--- config.mk ---
export PLATFORM = sky130hd
export DESIGN_NAME = cp_window_peak_flat
export DESIGN_NICKNAME = d
export VERILOG_FILES = /design/src/rtl/cp_window_peak_pkg.sv /design/src/rtl/cp_window_peak_if.sv /design/src/rtl/cp_window_peak_delay.sv /design/src/rtl/cp_window_peak.sv /design/src/flat_wrapper.sv
export SDC_FILE = /design/constraint.sdc
export NUM_CORES = 2
export LEC_CHECK = 0
export ABC_AREA = 1
export BUFFER_PORTS_ARGS = -buffer_cell sky130_fd_sc_hd__buf_2
export CAP_MARGIN = 20
export CORE_MARGIN = 2
export CORE_UTILIZATION = 25
export CTS_BUF_LIST = sky130_fd_sc_hd__clkbuf_16
export DETAILED_ROUTE_END_ITERATION = 7
export GPL_TIMING_DRIVEN = 0
export PLACE_DENSITY_LB_ADDON = 0.15
export SLEW_MARGIN = 10
export SYNTH_ARGS = -nofsm -noshare
export SYNTH_HDL_FRONTEND = slang
export SYNTH_SLANG_ARGS = --single-unit
--- constraint.sdc ---
create_clock -name clk -period 6.65 [get_ports clk]
set_input_delay 0.3325 -clock clk [delete_from_list [all_inputs] [get_ports clk]]
set_output_delay 0.3325 -clock clk [all_outputs]
set_load 0.005 [all_outputs]
--- src/rtl/cp_window_peak_pkg.sv ---
// Shared receiver package for the cyclic-prefix window peak search.
// Holds the default geometry of the detector, the FSM state type, the
// default-width metric type and a helper producing the most-negative metric
// value for any metric width up to 64 bits.
package cp_window_peak_pkg;

  localparam int DEF_WL_IN   = 20;
  localparam int DEF_CP_LEN  = 16;
  localparam int DEF_SYM_LEN = 272;
  localparam int DEF_WL_ACC  = DEF_WL_IN + $clog2(DEF_CP_LEN);
  localparam int DEF_MET_W   = DEF_WL_ACC + 2;

  typedef logic signed [DEF_MET_W-1:0] metric_t;

  typedef enum logic {
    ST_FILL,
    ST_SEARCH
  } cp_state_e;

  // Most-negative value of a w-bit signed metric, sign-extended to 64 bits.
  // Callers truncate to their own metric width.
  function automatic logic signed [63:0] met_most_neg(input int w);
    return $signed(64'hFFFF_FFFF_FFFF_FFFF << (w - 1));
  endfunction

endpackage

--- src/rtl/cp_window_peak_if.sv ---
// Sample/result bus of the CP window peak detector.
//   in_valid                         : sample strobe from the metric precalc
//   corr_real_in/corr_imag_in        : per-sample lag correlation (signed)
//   energy_in                        : per-sample scaled energy (signed)
//   out_valid                        : one-cycle pulse per search period
//   peak_idx                         : search index of the winning sample
//   peak_metric                      : metric at the peak
//   gamma_real/gamma_imag            : window correlation sums at the peak
// master drives samples and receives results; slave is the detector.
interface cp_window_peak_if
  import cp_window_peak_pkg::*;
#(
  parameter int WL_IN   = DEF_WL_IN,
  parameter int CP_LEN  = DEF_CP_LEN,
  parameter int SYM_LEN = DEF_SYM_LEN,
  parameter int WL_ACC  = WL_IN + $clog2(CP_LEN)
) ();

  logic                          in_valid;
  logic signed [WL_IN-1:0]       corr_real_in;
  logic signed [WL_IN-1:0]       corr_imag_in;
  logic signed [WL_IN-1:0]       energy_in;
  logic                          out_valid;
  logic [$clog2(SYM_LEN)-1:0]    peak_idx;
  logic signed [WL_ACC+1:0]      peak_metric;
  logic signed [WL_ACC-1:0]      gamma_real;
  logic signed [WL_ACC-1:0]      gamma_imag;

  modport master (
    output in_valid, corr_real_in, corr_imag_in, energy_in,
    input  out_valid, peak_idx, peak_metric, gamma_real, gamma_imag
  );

  modport slave (
    input  in_valid, corr_real_in, corr_imag_in, energy_in,
    output out_valid, peak_idx, peak_metric, gamma_real, gamma_imag
  );

endinterface

--- src/rtl/cp_window_peak_delay.sv ---
// cp_delay_line: CP_LEN-deep circular buffer of (corr_real, corr_imag,
// energy) with its write pointer. The entry at the write pointer is the
// oldest sample, i.e. the one leaving the window when a new sample is
// written, and is presented combinationally on old_*.
//   clk, rst       : clock, synchronous active-high reset (pointer only)
//   wr_en          : write strobe, advances the pointer
//   din_re/im/en   : incoming sample
//   old_re/im/en   : entry about to be overwritten
// Buffer contents are not cleared by reset; the parent masks them while
// the window is filling.
module cp_delay_line
  import cp_window_peak_pkg::*;
#(
  parameter int WL_IN  = DEF_WL_IN,
  parameter int CP_LEN = DEF_CP_LEN
) (
  input  logic                    clk,
  input  logic                    rst,
  input  logic                    wr_en,
  input  logic signed [WL_IN-1:0] din_re,
  input  logic signed [WL_IN-1:0] din_im,
  input  logic signed [WL_IN-1:0] din_en,
  output logic signed [WL_IN-1:0] old_re,
  output logic signed [WL_IN-1:0] old_im,
  output logic signed [WL_IN-1:0] old_en
);

  localparam int PTR_W = $clog2(CP_LEN);

  logic [PTR_W-1:0]        wr_ptr;
  logic signed [WL_IN-1:0] mem_re [CP_LEN];
  logic signed [WL_IN-1:0] mem_im [CP_LEN];
  logic signed [WL_IN-1:0] mem_en [CP_LEN];

  // CP_LEN is a power of two, so the pointer wraps on its own.
  always_ff @(posedge clk) begin
    if (rst) begin
      wr_ptr <= '0;
    end else if (wr_en) begin
      wr_ptr <= wr_ptr + 1'b1;
    end
  end

  always_ff @(posedge clk) begin
    if (wr_en) begin
      mem_re[wr_ptr] <= din_re;
      mem_im[wr_ptr] <= din_im;
      mem_en[wr_ptr] <= din_en;
    end
  end

  assign old_re = mem_re[wr_ptr];
  assign old_im = mem_im[wr_ptr];
  assign old_en = mem_en[wr_ptr];

endmodule

--- src/rtl/cp_window_peak.sv ---
// cp_window_peak: sliding-window CP correlation peak search.
// Keeps running CP_LEN-sample sums of correlation (re/im) and energy,
// computes metric = |gamma| - phi per valid sample (|.| approximated as
// max + min/2) and, over each SYM_LEN-sample search period, reports the
// earliest sample with the largest metric.
//   clk, rst : clock, synchronous active-high reset
//   bus      : cp_window_peak_if.slave (samples in, one result per period)
// Latency: a sample present in cycle t has its sums in t+1, its metric in
// t+2, and tracker/outputs in t+3. Every stage is tagged by a valid bit so
// bubbles on in_valid change nothing.
module cp_window_peak
  import cp_window_peak_pkg::*;
#(
  parameter int WL_IN   = DEF_WL_IN,
  parameter int CP_LEN  = DEF_CP_LEN,
  parameter int SYM_LEN = DEF_SYM_LEN,
  parameter int WL_ACC  = WL_IN + $clog2(CP_LEN)
) (
  input  logic clk,
  input  logic rst,
  cp_window_peak_if.slave bus
);

  localparam int PTR_W = $clog2(CP_LEN);
  localparam int IDX_W = $clog2(SYM_LEN);
  localparam int MET_W = WL_ACC + 2;

  localparam logic [PTR_W-1:0]        LAST_FILL = PTR_W'(CP_LEN - 1);
  localparam logic [IDX_W-1:0]        IDX_LAST  = IDX_W'(SYM_LEN - 1);
  localparam logic signed [MET_W-1:0] MET_MIN   = MET_W'(met_most_neg(MET_W));
  localparam logic signed [WL_ACC-1:0] ACC_MIN  = {1'b1, {(WL_ACC-1){1'b0}}};
  localparam logic [WL_ACC-1:0]        ACC_MAX  = {1'b0, {(WL_ACC-1){1'b1}}};

  // |x| with the most negative input saturated to the largest positive value.
  function automatic logic [WL_ACC-1:0] sat_abs(input logic signed [WL_ACC-1:0] x);
    if (x == ACC_MIN) return ACC_MAX;
    else if (x < 0)   return $unsigned(-x);
    else              return $unsigned(x);
  endfunction

  // metric = max(|gr|,|gi|) + min(|gr|,|gi|)/2 - phi. The magnitude fits in
  // WL_ACC+1 unsigned bits, so WL_ACC+2 signed bits cannot overflow.
  function automatic logic signed [MET_W-1:0] calc_metric(
    input logic signed [WL_ACC-1:0] gr,
    input logic signed [WL_ACC-1:0] gi,
    input logic signed [WL_ACC-1:0] phi
  );
    logic [WL_ACC-1:0] ar, ai, mx, mn;
    logic [WL_ACC:0]   mag;
    ar = sat_abs(gr);
    ai = sat_abs(gi);
    if (ar >= ai) begin
      mx = ar;
      mn = ai;
    end else begin
      mx = ai;
      mn = ar;
    end
    mag = {1'b0, mx} + {2'b00, mn[WL_ACC-1:1]};
    return $signed({1'b0, mag}) - MET_W'(phi);
  endfunction

  // Delay line and window-exit masking
  logic signed [WL_IN-1:0] old_re, old_im, old_en;
  logic signed [WL_IN-1:0] sub_re, sub_im, sub_en;

  cp_delay_line #(
    .WL_IN  (WL_IN),
    .CP_LEN (CP_LEN)
  ) u_delay (
    .clk    (clk),
    .rst    (rst),
    .wr_en  (bus.in_valid),
    .din_re (bus.corr_real_in),
    .din_im (bus.corr_imag_in),
    .din_en (bus.energy_in),
    .old_re (old_re),
    .old_im (old_im),
    .old_en (old_en)
  );

  cp_state_e        state;
  logic [PTR_W-1:0] fill_cnt;
  logic [IDX_W-1:0] cnt;
  logic             eval_in;

  // While filling, the buffer may hold stale data from before a reset.
  always_comb begin
    sub_re = old_re;
    sub_im = old_im;
    sub_en = old_en;
    if (state == ST_FILL) begin
      sub_re = '0;
      sub_im = '0;
      sub_en = '0;
    end
  end

  // The CP_LEN-th fill sample completes the first window and is evaluated.
  assign eval_in = bus.in_valid && ((state == ST_SEARCH) || (fill_cnt == LAST_FILL));

  // Stage p0: running sums, FSM and search counter
  logic signed [WL_ACC-1:0] sum_re_p0, sum_im_p0, sum_en_p0;
  logic [IDX_W-1:0]         idx_p0;
  logic                     vld_p0;

  always_ff @(posedge clk) begin
    if (rst) begin
      state    <= ST_FILL;
      fill_cnt <= '0;
      cnt      <= '0;
      vld_p0   <= 1'b0;
    end else begin
      vld_p0 <= eval_in;
      if (bus.in_valid) begin
        case (state)
          ST_FILL: begin
            fill_cnt <= fill_cnt + 1'b1;
            if (fill_cnt == LAST_FILL) state <= ST_SEARCH;
          end
          ST_SEARCH: state <= ST_SEARCH;
          default:   state <= ST_FILL;
        endcase
      end
      if (eval_in) cnt <= (cnt == IDX_LAST) ? '0 : cnt + 1'b1;
    end
  end

  always_ff @(posedge clk) begin
    if (rst) begin
      sum_re_p0 <= '0;
      sum_im_p0 <= '0;
      sum_en_p0 <= '0;
    end else if (bus.in_valid) begin
      sum_re_p0 <= sum_re_p0 + WL_ACC'(bus.corr_real_in) - WL_ACC'(sub_re);
      sum_im_p0 <= sum_im_p0 + WL_ACC'(bus.corr_imag_in) - WL_ACC'(sub_im);
      sum_en_p0 <= sum_en_p0 + WL_ACC'(bus.energy_in)    - WL_ACC'(sub_en);
    end
  end

  always_ff @(posedge clk) begin
    if (eval_in) idx_p0 <= cnt;
  end

  // Stage p1: metric
  logic signed [MET_W-1:0]  metric_p1;
  logic signed [WL_ACC-1:0] gre_p1, gim_p1;
  logic [IDX_W-1:0]         idx_p1;
  logic                     vld_p1;

  always_ff @(posedge clk) begin
    if (rst) vld_p1 <= 1'b0;
    else     vld_p1 <= vld_p0;
  end

  always_ff @(posedge clk) begin
    if (vld_p0) begin
      metric_p1 <= calc_metric(sum_re_p0, sum_im_p0, sum_en_p0);
      gre_p1    <= sum_re_p0;
      gim_p1    <= sum_im_p0;
      idx_p1    <= idx_p0;
    end
  end

  // Stage p2: peak tracker and registered outputs
  logic signed [MET_W-1:0]  best_met_p2;
  logic signed [WL_ACC-1:0] best_re_p2, best_im_p2;
  logic [IDX_W-1:0]         best_idx_p2;
  logic                     vld_p2;
  logic [IDX_W-1:0]         peak_idx_p2;
  logic signed [MET_W-1:0]  peak_met_p2;
  logic signed [WL_ACC-1:0] peak_re_p2, peak_im_p2;
  logic                     take;

  // Strictly greater keeps the earliest index on ties.
  assign take = metric_p1 > best_met_p2;

  always_ff @(posedge clk) begin
    if (rst) begin
      vld_p2      <= 1'b0;
      best_met_p2 <= MET_MIN;
      best_re_p2  <= '0;
      best_im_p2  <= '0;
      best_idx_p2 <= '0;
      peak_idx_p2 <= '0;
      peak_met_p2 <= '0;
      peak_re_p2  <= '0;
      peak_im_p2  <= '0;
    end else begin
      vld_p2 <= 1'b0;
      if (vld_p1) begin
        if (idx_p1 == IDX_LAST) begin
          // Last sample of the period still competes before publishing.
          vld_p2      <= 1'b1;
          best_met_p2 <= MET_MIN;
          if (take) begin
            peak_idx_p2 <= idx_p1;
            peak_met_p2 <= metric_p1;
            peak_re_p2  <= gre_p1;
            peak_im_p2  <= gim_p1;
          end else begin
            peak_idx_p2 <= best_idx_p2;
            peak_met_p2 <= best_met_p2;
            peak_re_p2  <= best_re_p2;
            peak_im_p2  <= best_im_p2;
          end
        end else if (take) begin
          best_met_p2 <= metric_p1;
          best_re_p2  <= gre_p1;
          best_im_p2  <= gim_p1;
          best_idx_p2 <= idx_p1;
        end
      end
    end
  end

  assign bus.out_valid   = vld_p2;
  assign bus.peak_idx    = peak_idx_p2;
  assign bus.peak_metric = peak_met_p2;
  assign bus.gamma_real  = peak_re_p2;
  assign bus.gamma_imag  = peak_im_p2;

endmodule

--- src/flat_wrapper.sv ---
// flat-port wrapper written by rule: the top's interface ports become plain ports
module cp_window_peak_flat import cp_window_peak_pkg::*;
#(
  parameter int WL_IN   = DEF_WL_IN,
  parameter int CP_LEN  = DEF_CP_LEN,
  parameter int SYM_LEN = DEF_SYM_LEN,
  parameter int WL_ACC  = WL_IN + $clog2(CP_LEN)
)
  (clk, rst, bus_in_valid, bus_corr_real_in, bus_corr_imag_in, bus_energy_in, bus_out_valid, bus_peak_idx, bus_peak_metric, bus_gamma_real, bus_gamma_imag);
  cp_window_peak_if #(.WL_IN(WL_IN), .CP_LEN(CP_LEN), .SYM_LEN(SYM_LEN), .WL_ACC(WL_ACC)) bus_i ();
  input  logic clk;
  input  logic rst;
  input wire logic [$bits(bus_i.in_valid)-1:0] bus_in_valid;
  input wire logic [$bits(bus_i.corr_real_in)-1:0] bus_corr_real_in;
  input wire logic [$bits(bus_i.corr_imag_in)-1:0] bus_corr_imag_in;
  input wire logic [$bits(bus_i.energy_in)-1:0] bus_energy_in;
  output wire logic [$bits(bus_i.out_valid)-1:0] bus_out_valid;
  output wire logic [$bits(bus_i.peak_idx)-1:0] bus_peak_idx;
  output wire logic [$bits(bus_i.peak_metric)-1:0] bus_peak_metric;
  output wire logic [$bits(bus_i.gamma_real)-1:0] bus_gamma_real;
  output wire logic [$bits(bus_i.gamma_imag)-1:0] bus_gamma_imag;
  assign bus_i.in_valid = bus_in_valid;
  assign bus_i.corr_real_in = bus_corr_real_in;
  assign bus_i.corr_imag_in = bus_corr_imag_in;
  assign bus_i.energy_in = bus_energy_in;
  assign bus_out_valid = bus_i.out_valid;
  assign bus_peak_idx = bus_i.peak_idx;
  assign bus_peak_metric = bus_i.peak_metric;
  assign bus_gamma_real = bus_i.gamma_real;
  assign bus_gamma_imag = bus_i.gamma_imag;
  cp_window_peak #(.WL_IN(WL_IN), .CP_LEN(CP_LEN), .SYM_LEN(SYM_LEN), .WL_ACC(WL_ACC)) u_core (.clk(clk), .rst(rst), .bus(bus_i));
endmodule
==> run metrics <==
Avg Synthesized Cell Area 10.17 µm²; initial antenna violation count 17; Post-Syn Area 0.06223 mm²; mux cell area share after synthesis 0%; final wirelength 238.4 mm; Max Freq ~160 MHz; I/O pin count 147; Synth cell types 47; area leader, netlist edfxtp_1; Clock Tree Buf Depth 3; Cells on Worst Hold Path 0; Tot Pwr between 20 and 30 mW; Root Driver clkbuf_16; setup violators final 0; DIE WIDTH 502.9 µm; crit path DAT 6.93 ns; Hold Path Origin u_core.idx_p0[4]; Reg-to-Reg Start u_core.sum_re_p0[0]; ys flop type edfxtp_1; Yosys top cell area share 50.76%; Fin. Hold Viols 0; number of fill cells 25720; Worst slew margin 24.09%; vias in the first global route 46340; synthesized instance count 6118; crit path time final roughly 6.4 ns; Sum Neg Setup Slack 0 ns; max-cap viol count 0; largest family of logic cells by synthesized area compound AO/OA/AOI/OAI gates; Crit. End Element flip-flop; Worst Hold Class reg2reg; clk slew on worst S/H paths 0.06 ns; initial DRC count 4157; status finished clean; dpl cells 9651; Pleak 27.68 nW; placed cell area 0.06853 mm²; Final period util 96.05%; CTS tree yes; crit-path max FO 10; # clock sinks around 1300; #FFs+latches synth ~1300; Area growth, synth to finish 20.68%; total number of vias 47660; fraction of layout cells with a size suffix above 1 11.27%; Post-Synth Simple-Gate Area a little over an eighth; Overflow after GRT 0; Placer Congestion 0.8586; Area contributors post-synth edfxtp_1 (51%), dfxtp_1 (8.5%), o21ai_0 (5.9%), nor2_1 (4.7%), nand2_1 (4.0%); post-synthesis xor/xnor area fraction 1.576%; DRT Pass-1 Iters 6; reg-to-reg endpoint u_core.metric_p1[22]; Die Span Y 502.9 µm; Critical Path Start Type flip-flop; largest net degree at the start of global routing 62; Compound-Gate Fraction of Synth Area between 10 and 15%; gr usage total about 18%; Fin Clk Skew 0.05350 ns; Post-synth ARST share 0%; synth warn 0; R2R setup slack 0.26 ns; Max VDD drop 0.4165 mV; Worst-Skew Late Latency 0.84 ns; Final HPWL DP roughly 170 mm; port buffer count around 150; Adder-Cell Fraction of Synth Area under 10%; # DRC 0; routed vias/inst 4.750; register area share after synthesis 59.22%; drt wl/cell 23.76 µm; Required @ worst endpoint 7.19 ns; Post-synth EDFFs about 1100; first-pass GRT wire length 336.6 mm; CP max stage cell dfxtp_2; CORE AREA ~0.25 mm²; Max Transition Viols Final 0; reg2reg path depth 37; Pwr Density between 300 and 400 mW/mm²; fin cells 10030; worst slew pin tran 1.139 ns; Final Util 30.28%; htree depth 4; crit path kind reg2reg; hold endpoint u_core.idx_p1[4]; post-synth net total 6433; Finished Cell Area 0.07510 mm²; CP peak stage delay around 0.36 ns; # rows around 180; Die ar. 0.2529 mm²; starting density of the core 25.10%; Layout Nets 6891; cts bufs inserted 150; Post-DRT Antenna Nets 0
kinds of logic (layout without fill, tap and decap cells):
group / count (synthesis) / after routing
simple gates: 1948 / 1948
compound gates: 1505 / 1505
flops: 1315 / 1315
buf+inv: 986 / 1568
fa+ha+maj: 252 / 252
xor+xnor: 112 / 112
other cells: 0 / 2
state kept, by name, indices dropped and copies added (netlist names), 24 cells and up, named ones only:
name,cells
u_core.best_met_p2,26
u_core.best_re_p2,24
u_core.best_im_p2,24
u_core.gre_p1,24
u_core.sum_re_p0,24
u_core.bus.gamma_real,24
u_core.u_delay.mem_re,320
u_core.sum_im_p0,24
u_core.bus.gamma_imag,24
u_core.u_delay.mem_en,320
u_core.u_delay.mem_im,320
u_core.sum_en_p0,24
u_core.metric_p1,26
u_core.bus.peak_metric,26
u_core.gim_p1,24
what timing repair did:
action                                  CTS  global route
endpoints found under the setup margin   21            18
resized for setup                        73           164
buffers inserted                         19            23
hold endpoints to repair                956             0
hold buffers                             61             0
pin swaps                                18            64
through the flow:
step | hold WS, ns | worst slack [ns]
floorplan | 0.4003 | 0.7472
global placement | 0.4042 | -3.173
detailed placement | 0.4045 | -1.259
CTS | 0.3884 | 0.02115
global route | 0.4221 | -0.1237
finish | 0.4147 | 0.2625
critical path: cells and delay by family, from the launching register on:
kind	cells	cell delay [ns]
flops	1	0.36
simple gates	18	2.50
xor+xnor	2	0.25
compound gates	9	1.34
fa+ha+maj	4	1.13
buf+inv	4	0.50
cells in the mapped netlist (2+ instances only):
master    instances
nor2_2            6
o21ai_1          11
buf_4             7
a211oi_1          6
nor3_2            3
buf_1             5
buf_2            65
o21a_1            3
nand3_1         374
o221ai_1        165
edfxtp_1       1052
nand4_1          26
xnor2_1          33
nor3_1           41
ha_1            181
nor3b_1           6
o21bai_1         21
clkinv_1          3
clkbuf_1        238
xor2_1           79
o21ai_0         729
fa_1             71
nor2_4            3
a21boi_0         10
nand3_2           2
inv_2             7
a31oi_1          75
inv_1           650
nor4_1           11
o22ai_1          75
nand2_2          10
nand2_1         661
a21oi_1         311
or2_2             6
o211ai_1         86
dfxtp_1         263
a31o_2            3
a21o_1            9
nand3b_1          9
buf_6            11
nor2_1          785
cells in the final DEF (no fill, tap or decap), types with 61 or more instances in the layout:
cell / count
nor2_1: 753
o21ai_0: 704
nand2_1: 646
clkbuf_16: 151
clkbuf_1: 221
edfxtp_1: 1052
ha_1: 163
xor2_1: 74
a31oi_1: 72
o221ai_1: 165
o211ai_1: 86
inv_1: 662
fa_1: 70
buf_2: 207
dlygate4sd3_1: 61
dfxtp_1: 254
a21oi_1: 288
nand3_1: 363
o22ai_1: 75
routing by layer:
layer | vias to the layer above | global-route usage [%] | part of all wire [%]
met1 | 23440 | 25.23 | 46
li1 | 22430 | - | -
met2 | 1471 | 29.16 | 45
met4 | 8 | 5.167 | 2.7
met3 | 312 | 4.166 | 6.8
met5 | - | 0 | 0.022
how the worst max path moves through the flow:
stage / cells past startpoint / end / startpoint / slack, ns
2_1_floorplan: 40 / u_core.metric_p1[25] / u_core.sum_im_p0[1] / 0.75
3_3_place_gp: 5 / u_core.u_delay.mem_re[10][14] / bus_in_valid / -3.17
3_5_place_dp: 36 / u_core.metric_p1[22] / u_core.sum_im_p0[0] / -1.26
4_1_cts: 38 / u_core.metric_p1[24] / u_core.sum_im_p0[0] / 0.02
5_1_grt: 37 / u_core.metric_p1[19] / u_core.sum_re_p0[1] / -0.12
6_report: 37 / u_core.metric_p1[22] / u_core.sum_re_p0[0] / 0.26
power breakdown:
part | internal [mW] | switching, mW | leakage, nW
logic | 3.94 | 7.06 | 13.6
registers | 9.37 | 0.152 | 11.6
clock network | 4.58 | 3.69 | 2.47
cell type report:
| class | instances | area [µm²] | area share, % |
|---|---|---|---|
| flip-flops and latches | 1315 | 36870 | 49.10 |
| multi-input cells | 3817 | 22250 | 29.63 |
| well taps | 3330 | 4167 | 5.548 |
| clock buffers | 151 | 3779 | 5.032 |
| repair buffers | 306 | 2920 | 3.889 |
| inverters | 660 | 2487 | 3.312 |
| plain buffers | 326 | 1490 | 1.984 |
| clock inverters | 125 | 1126 | 1.499 |
| diodes | 2 | 5.005 | 0.006664 |
Note: power is estimated with default switching activity, not from simulation.
